### config.mk
export PLATFORM = sky130hd
export DESIGN_NAME = shot_sequencer
export DESIGN_NICKNAME = d
export VERILOG_FILES = /design/src/rtl/dist_seq_pkg.sv /design/src/rtl/shot_timer.sv /design/src/rtl/shot_sequencer.sv
export SDC_FILE = /design/constraint.sdc
export NUM_CORES = 1
export LEC_CHECK = 0
export CAP_MARGIN = 20
export CORE_ASPECT_RATIO = 0.5
export CORE_MARGIN = 2
export CORE_UTILIZATION = 47
export DETAILED_ROUTE_END_ITERATION = 16
export GPL_TIMING_DRIVEN = 0
export PLACE_DENSITY = 0.82
export SLEW_MARGIN = 20
export SYNTH_ARGS = -nofsm -noshare
export SYNTH_HDL_FRONTEND = slang
export SYNTH_SLANG_ARGS = --single-unit
### constraint.sdc
create_clock -name clk -period 2.8 [get_ports clk]
set_input_delay 0.28 -clock clk [delete_from_list [all_inputs] [get_ports clk]]
set_output_delay 0.28 -clock clk [all_outputs]
set_load 0.005 [all_outputs]
### src/rtl/dist_seq_pkg.sv
// Shared types and widths for the per-angle-step shot sequencer.
package dist_seq_pkg;

   localparam int unsigned ANGLE_W = 16;
   localparam int unsigned ECHO_N  = 5;
   localparam int unsigned DIST_W  = 16 * ECHO_N;
   localparam int unsigned PLUSE_W = 8 * ECHO_N;

   typedef enum logic [2:0] {
      S_IDLE,
      S_CFG,
      S_FIRE,
      S_CAPTURE,
      S_PROCESS,
      S_OUTPUT
   } state_t;

endpackage

### src/rtl/shot_timer.sv
// Loadable up-counter with a compare-to-limit expiry flag, shared by all timed states.
module shot_timer #(
   parameter int unsigned CNT_W = 11
) (
   input  logic             clk,
   input  logic             rst,
   input  logic             load,
   input  logic [CNT_W-1:0] limit,
   output logic             expired,
   output logic             first
);

   logic [CNT_W-1:0] count;

   // Saturates so a long stay in an untimed state cannot wrap into a false match.
   always_ff @(posedge clk) begin
      if (rst || load) begin
         count <= '0;
      end else if (count != '1) begin
         count <= count + 1'b1;
      end
   end

   assign expired = (count == limit);
   assign first   = (count == '0);

endmodule

### src/rtl/shot_sequencer.sv
// Per-angle-step controller: fire, capture, launch processing, buffer result, grant cfg windows.
module shot_sequencer
   import dist_seq_pkg::*;
#(
   parameter int unsigned FIRE_W       = 4,
   parameter int unsigned CAP_TIMEOUT  = 64,
   parameter int unsigned PROC_TIMEOUT = 1024,
   parameter int unsigned ANGLE_W      = dist_seq_pkg::ANGLE_W
) (
   input  logic               clk,
   input  logic               rst,
   input  logic               run_en,
   input  logic               zero_tick,
   input  logic               angle_tick,
   output logic               laser_fire,
   output logic               cap_start,
   input  logic               cap_done,
   output logic               tola_en,
   input  logic               res_strobe,
   input  logic               target_valid,
   input  logic [DIST_W-1:0]  mult_distance,
   input  logic [PLUSE_W-1:0] mult_pluse,
   output logic               out_valid,
   input  logic               out_ready,
   output logic [DIST_W-1:0]  out_distance,
   output logic [PLUSE_W-1:0] out_pluse,
   output logic               out_target,
   output logic               out_timeout,
   output logic [ANGLE_W-1:0] out_angle,
   input  logic               cfg_req,
   output logic               cfg_grant,
   output logic               busy,
   output logic [15:0]        miss_cnt
);

   localparam int unsigned TMR_MAX = (PROC_TIMEOUT > CAP_TIMEOUT) ?
                                     ((PROC_TIMEOUT > FIRE_W) ? PROC_TIMEOUT : FIRE_W) :
                                     ((CAP_TIMEOUT > FIRE_W) ? CAP_TIMEOUT : FIRE_W);
   localparam int unsigned TMR_W = $clog2(TMR_MAX + 1);

   state_t             state, state_next;
   logic               pending, consume;
   logic [ANGLE_W-1:0] angle_idx, tick_angle, shot_angle;
   logic [TMR_W-1:0]   limit;
   logic               t_expired, t_first;

   shot_timer #(.CNT_W(TMR_W)) u_timer (
      .clk     (clk),
      .rst     (rst),
      .load    (state_next != state),
      .limit   (limit),
      .expired (t_expired),
      .first   (t_first)
   );

   always_ff @(posedge clk) begin
      if (rst) state <= S_IDLE;
      else     state <= state_next;
   end

   always_comb begin
      state_next = state;
      limit      = '1;
      laser_fire = 1'b0;
      cap_start  = 1'b0;
      consume    = 1'b0;
      case (state)
         S_IDLE: begin
            if (cfg_req) begin
               state_next = S_CFG;
            end else if (run_en && pending) begin
               state_next = S_FIRE;
               consume    = 1'b1;
            end
         end
         S_CFG: if (!cfg_req) state_next = S_IDLE;
         S_FIRE: begin
            limit      = TMR_W'(FIRE_W - 1);
            laser_fire = 1'b1;
            cap_start  = t_first;
            if (t_expired) state_next = S_CAPTURE;
         end
         S_CAPTURE: begin
            limit = TMR_W'(CAP_TIMEOUT - 1);
            if (cap_done || t_expired) state_next = cap_done ? S_PROCESS : S_OUTPUT;
         end
         S_PROCESS: begin
            limit = TMR_W'(PROC_TIMEOUT - 1);
            if (res_strobe || t_expired) state_next = S_OUTPUT;
         end
         S_OUTPUT: if (out_ready) state_next = S_IDLE;
         default: state_next = S_IDLE;
      endcase
   end

   assign out_valid = (state == S_OUTPUT);
   assign cfg_grant = (state == S_CFG);
   assign busy      = (state != S_IDLE) && (state != S_CFG);

   always_ff @(posedge clk) begin
      if (rst) begin
         angle_idx    <= '0;
         tick_angle   <= '0;
         shot_angle   <= '0;
         pending      <= 1'b0;
         miss_cnt     <= '0;
         tola_en      <= 1'b0;
         out_distance <= '0;
         out_pluse    <= '0;
         out_target   <= 1'b0;
         out_timeout  <= 1'b0;
         out_angle    <= '0;
      end else begin
         tola_en <= (state == S_CAPTURE) && cap_done;

         if (zero_tick)       angle_idx <= '0;
         else if (angle_tick) angle_idx <= angle_idx + 1'b1;

         // A tick in the consume cycle re-arms pending; only a tick onto an unconsumed one is a miss.
         if (angle_tick) begin
            pending    <= 1'b1;
            tick_angle <= zero_tick ? '0 : angle_idx + 1'b1;
            if (pending && !consume && (miss_cnt != '1)) miss_cnt <= miss_cnt + 16'd1;
         end else if (consume) begin
            pending <= 1'b0;
         end

         if (consume) shot_angle <= tick_angle;

         if ((state == S_CAPTURE) && !cap_done && t_expired) begin
            out_distance <= '0;
            out_pluse    <= '0;
            out_target   <= 1'b0;
            out_timeout  <= 1'b1;
            out_angle    <= shot_angle;
         end else if ((state == S_PROCESS) && (res_strobe || t_expired)) begin
            out_distance <= res_strobe ? mult_distance : '0;
            out_pluse    <= res_strobe ? mult_pluse : '0;
            out_target   <= res_strobe && target_valid;
            out_timeout  <= !res_strobe;
            out_angle    <= shot_angle;
         end
      end
   end

endmodule

==> impl_metrics.tcl, run 1 <==
set metrics [dict create \
    grt_usage_pct 26.6 \
    slew_violations 0 \
    worstSetupStartpointType "flop" \
    arrival_ps 2380 \
    syn_to_final_growth_pct 42.3 \
    ant_nets 0 \
    fin_skew_ps 10.4 \
    met3_usage_pct 3.46 \
    multi_input_area_um2 4520 \
    htree_levels 1 \
    grt_use_met2_pct 46.5 \
    wl_mm 29.6 \
    die_h_um 104 \
    synth-seq-area-share_pct 46.8 \
    ys.flop_type "dfxtp_1" \
    fin_crit_sh_pct 95.1 \
    gr-total-overflow 0 \
    routedWlPerCell_um 17.9 \
    dr.pass1.iters 5 \
    initial_core_util_pct 47.9 \
    rows 36 \
    setup_violations 0 \
    pwr_density_cell_nw_per_um2 494 \
    post_cts_buffers 0 \
    fin_util_pct 68.2 \
    hp-class "primary input to flop" \
    gp_congestion 0.885 \
    path_delay_family "simple AND/OR/NAND/NOR gates" \
    drt-initial-drc-count 756 \
    root_buffer "clkbuf_16" \
    min_to "tola_en$_SDFF_PP0_" \
    timing.rr.start "state[0]$_SDFF_PP0_" \
    path_clk_slew_ps 70 \
    max_slew_margin_pct 33.6 \
    antenna_found_initial 0 \
    core_area_um2 19500 \
    fin_cells 1658 \
    rr_endpoint "u_timer.count[2]$_SDFFE_PP0P_" \
    synth_compound_area_share_pct 23.0 \
    synthMuxAreaShare_pct 2.05 \
    crit_path_end_kind "primary output" \
    hold_depth 3 \
    busiest_layer "met2" \
    layout-drive-gt1-share_pct 5.17 \
    io_buffers 288 \
    cts.sinks 218 \
    holdWs_ps 390 \
    ys_warn_count 0 \
    hpwl_mm 21.8 \
    via_count 9509 \
    dieWidth_um 203 \
    cap_viol_max_count 0 \
    netlist-cell-type-count 59 \
    regArea_um2 4360 \
    grt_pass1_vias 8965 \
    fin_tns_setup_ps 0 \
    ys_ff_latch 218 \
    hp-start "cap_done" \
    syn_nets 1202 \
    synth-edff-count 0 \
    async_flop_share_pct 0 \
    max-vdd-ir-drop_uv 337 \
    grt_pass1_wl_mm 46.3 \
    r2r_cells 6 \
    yosys.area_share.xor_xnor_pct 3.85 \
    boundaryPins 290 \
    final_net_count 1512 \
    crit_buf_inv 1 \
    critPathMaxFanout 6 \
    cts_hold_buf 0 \
    synth_area_um2 9330 \
    grtUsageMet1_pct 34.0 \
    slowest_delay_ps 580 \
    drc_errors 0 \
    rsz0062_at_grt "no" \
    cts_tree "yes" \
    path_class "flop to primary output" \
    nFillCells 1538 \
    crit_required_ps 2520 \
    synth.avg_cell_area_um2 8.73 \
    post_cts_resized 0 \
    insertion_delay_ps 490 \
    synth_cells 1068 \
    fmax_mhz 376 \
    rrSetupSlack_ps 250 \
    cp_cell_sequence "or4_4, nor2_1, and4_1, clkdlybuf4s50_1" \
    slowest_stage "or4_4" \
    tightest_slew_ps 987 \
    synthAdderAreaFrac_pct 0.537 \
    clk_path_buf_depth 3 \
    outcome "completed" \
    synth_top_family_by_area "compound AO/OA/AOI/OAI gates" \
    dp_cells 1622 \
    via_per_inst 5.74 \
    final-hold-violation-count 0 \
    insertedDiodeCount 0 \
    min_period_ps 2660 \
    cts_buffers 20 \
    yosys.area_share.simple_pct 19.1 \
    grt_max_degree 17 \
    leakagePower_nw 4.20 \
    die_area_um2 21100 \
]
## final cells by class
cell class                 count  area share (%)
multi-input combinational    744            34.1
tap                          266            2.51
timing repair buffer         288            21.7
sequential                   218            32.9
buffer                        94            2.96
clock inverter                 8           0.924
inverter                      12           0.340
clock buffer                  28            4.54
## power by group
group / internal, W / switching, W / total (W)
clock network: 0.00178 / 0.00120 / 0.00299
logic: 0.000230 / 0.000201 / 0.000431
registers: 0.00312 / 0.0000156 / 0.00313
total: 0.00513 / 0.00142 / 0.00655
## sequential cells by signal, summed over array words and instances (netlist names)
| signal | cells |
|---|---|
| out_distance | 80 |
| out_pluse | 40 |
| angle_idx | 16 |
| miss_cnt | 16 |
| out_angle | 16 |
| shot_angle | 16 |
| tick_angle | 16 |
| u_timer.count | 11 |
| state | 3 |
| out_target | 1 |
| out_timeout | 1 |
| pending | 1 |
| tola_en | 1 |
## worst register-to-register path: cells and delay by family (launching register included)
kind / cells / cell delay, ps
compound gates: 3 / 520
buf+inv: 1 / 430
flops: 1 / 360
simple gates: 2 / 1100
## layout by cell type, fill, tap and decap left out, types with 4 or more instances in the layout
cell and instances:
a211oi_1 13, nand2_1 73, nand2b_1 37, nand3_1 135, a22oi_1 122, xnor2_1 22, o21ai_0 20, buf_1 4
or4_1 4, mux2i_1 18, ha_1 4, nor3_1 8, clkbuf_1 68, xor2_1 19, clkbuf_8 5, a21oi_1 147
and4_1 5, a21o_1 7, clkdlybuf4s50_1 288, clkbuf_16 21, buf_2 22, nand4_1 11, nor2b_1 4, inv_1 11
nor4_1 6, dfxtp_1 218, nor2_1 41
## per-stage QoR
step                setup slack [ps]  area [µm²]  total power [W]
global placement                56.8       12500          0.00362
finish                           137       13300          0.00655
detailed placement              13.9       12500          0.00363
CTS                              124       13300          0.00658
global route                    59.0       13300          0.00675
floorplan                        754        9330          0.00335
## per-layer routing
metal  routed length, µm  vias up
li1                    -     4537
met1               12700     4609
met2               14500      298
met3                1520       65
met4                 868        0
met5                   0        -
## synth_stat cells (4+ instances only)
| cell type | instances | area, µm² |
|---|---|---|
| dfxtp_1 | 218 | 4360 |
| xnor2_1 | 22 | 193 |
| nor2_1 | 41 | 154 |
| nor2b_1 | 4 | 25.0 |
| buf_1 | 4 | 15.0 |
| o21ai_0 | 20 | 100 |
| nor4_1 | 6 | 37.5 |
| clkbuf_1 | 66 | 248 |
| nand2b_1 | 37 | 231 |
| a211oi_1 | 13 | 97.6 |
| buf_2 | 22 | 110 |
| or4_1 | 4 | 30.0 |
| mux2i_1 | 18 | 180 |
| nor3_1 | 8 | 40.0 |
| nand2_1 | 73 | 274 |
| a21oi_1 | 147 | 736 |
| nand3_1 | 135 | 676 |
| a22oi_1 | 122 | 916 |
| nand4_1 | 11 | 68.8 |
| a21o_1 | 7 | 52.6 |
| xor2_1 | 19 | 166 |
| inv_1 | 11 | 41.3 |
| ha_1 | 4 | 50.1 |
| and4_1 | 5 | 43.8 |
## worst max path at each step
stage | from | endpoint | slack (ps) | depth (start not counted)
6_report | u_timer.count[2]$_SDFFE_PP0P_ | cap_start | 140 | 4
2_1_floorplan | u_timer.count[2]$_SDFFE_PP0P_ | out_angle[10]$_SDFFE_PP0P_ | 750 | 6
4_1_cts | u_timer.count[2]$_SDFFE_PP0P_ | cap_start | 120 | 4
5_1_grt | state[0]$_SDFF_PP0_ | u_timer.count[10]$_SDFFE_PP0P_ | 60 | 6
3_5_place_dp | cfg_req | u_timer.count[2]$_SDFFE_PP0P_ | 10 | 7
3_3_place_gp | cfg_req | u_timer.count[7]$_SDFFE_PP0P_ | 60 | 7
## kinds of logic after synthesis
logic type	after synthesis
fa+ha+maj	4
flops	218
buf+inv	106
xor+xnor	41
compound gates	332
simple gates	348
mux	19
Note: power is estimated with default switching activity, not from simulation.
==> inputs of run 2 (changes only) <==
CORE_UTILIZATION = 51   (was 47)
PLACE_DENSITY = 0.87   (was 0.82)
SLEW_MARGIN = not set   (was 20)
clock period = 3.1 ns   (was 2.8 ns; I/O delays follow)
==> run 2 against run 1 <==
- sequential power is 9.6% lower
- clock power decreased by 8.4%
- setup slack gained 310 ps
- non-clock buffer count unchanged
- critical path type unchanged
- first-iteration DRC count is 16% lower
- clock skew hardly changed
- critical endpoint unchanged
- core utilization is 6.8 points higher
==> impl_metrics.tcl, run 2 (synthesized netlist as in run 1, its figures left out) <==
set metrics [dict create \
    final_common_cell "clkdlybuf4s50_1" \
    slew_violations 0 \
    layout_setup_ws_ps 443 \
    ant_nets 0 \
    rsz0062_at_grt "no" \
    post_cts_resized 0 \
    outcome "completed" \
    cts.sinks 218 \
    boundaryPins 290 \
    wl_mm 29.2 \
    pwr_density_cell_nw_per_um2 450 \
    mostFrequentLayoutCells "clkdlybuf4s50_1, dfxtp_1, a21oi_1" \
    cts_hold_buf 0 \
    dr.pass1.iters 5 \
    path_clk_slew_ps 70 \
    leakagePower_nw 4.22 \
    cap_viol_max_count 0 \
    critPathMaxFanout 6 \
    multi_input_area_um2 4520 \
    nFillCells 1273 \
    fin_cells 1626 \
    die_h_um 99.6 \
    max_slew_margin_pct 31.7 \
    io_buffers 288 \
    max-vdd-ir-drop_uv 339 \
    clk_path_buf_depth 3 \
    via_per_inst 5.89 \
    dp_worst_setup_slack_ps 386 \
    worstSetupStartpointType "flop" \
    hp-class "primary input to flop" \
    drt-initial-drc-count 636 \
    insertion_delay_ps 500 \
    holdWs_ps 382 \
    initial_core_util_pct 52.8 \
    rrSetupSlack_ps 570 \
    gp_congestion 0.885 \
    min_period_ps 2660 \
    fin_crit_sh_pct 85.7 \
    tightest_slew_ps 1010 \
    final_net_count 1512 \
    largestRegisters "out_distance x80, out_pluse x40" \
    antenna_found_initial 0 \
    cts_tree "yes" \
    grt_pass1_wl_mm 45.7 \
    final-hold-violation-count 0 \
    drc_errors 0 \
    largest_register_ffs 80 \
    fmax_mhz 376 \
    gr-total-overflow 0 \
    grt_max_degree 17 \
    syn_to_final_growth_pct 42.0 \
    cts_buffers 20 \
    crit_path_end_kind "primary output" \
    hpwl_mm 21.1 \
    die_area_um2 19400 \
    top_register "out_distance" \
    fin_tns_setup_ps 0 \
    root_buffer "clkbuf_16" \
    crit_required_ps 2790 \
    dieWidth_um 195 \
    core_area_um2 17700 \
    htree_levels 1 \
    dp_cells 1590 \
    arrival_ps 2350 \
    setup_violations 0 \
    routedWlPerCell_um 18.0 \
    path_class "flop to primary output" \
    rows 34 \
    post_cts_buffers 0 \
    fin_skew_ps 10.4 \
    layout-drive-gt1-share_pct 5.32 \
    power_w 0.00596 \
    grt_pass1_vias 9077 \
    grt_usage_pct 28.5 \
    insertedDiodeCount 0 \
    via_count 9575 \
    regArea_um2 4360 \
]
run 2: power by group:
part	switching (W)	internal, W
Sequential	0.0000140	0.00281
Combinational	0.000182	0.000208
Clock	0.00108	0.00165
Total	0.00128	0.00468
run 2: critical path: stages (launching register included):
cell             delay, ps
dfxtp_1                370
or4_4                  570
nor2_1                 180
and4_1                 230
clkdlybuf4s50_1        510
run 2: final timing paths:
path	to	cells after the start	from
worst min-delay path	angle_idx[13]$_SDFFE_PP0P_	4	angle_tick
worst max-delay path	cap_start	4	u_timer.count[2]$_SDFFE_PP0P_
worst min register to register	tick_angle[8]$_SDFFE_PP0P_	1	tick_angle[8]$_SDFFE_PP0P_
worst max register to register	out_distance[67]$_SDFFE_PP0P_	8	state[0]$_SDFF_PP0_
run 2: layout make-up:
type / instances / share of cell area (%)
sequential: 218 / 33.0
timing repair buffer: 288 / 21.8
inverter: 12 / 0.340
clock buffer: 28 / 4.70
buffer: 94 / 2.97
tap: 234 / 2.21
multi-input combinational: 744 / 34.2
clock inverter: 8 / 0.907
run 2: routing by layer:
metal / vias up / part of all wire (%) / GRT usage [%]
met2: 349 / 50 / 51.8
met4: 0 / 3.6 / 10.2
met1: 4627 / 41 / 34.6
met3: 83 / 5.6 / 4.44
met5: - / 0 / 0
li1: 4516 / - / -
run 2: metrics by stage:
stage | utilization (%) | instance area (µm²)
2_1_floorplan | - | 9330
3_3_place_gp | 70.8 | 12500
3_5_place_dp | 70.8 | 12500
4_1_cts | 75.0 | 13200
5_1_grt | 75.0 | 13200
6_report | 75.0 | 13200
==> inputs of run 3 (changes only) <==
CAP_MARGIN = not set   (was 20)
==> results of run 3 <==
Final layout, timing and power as in run 2 (identical DEF).
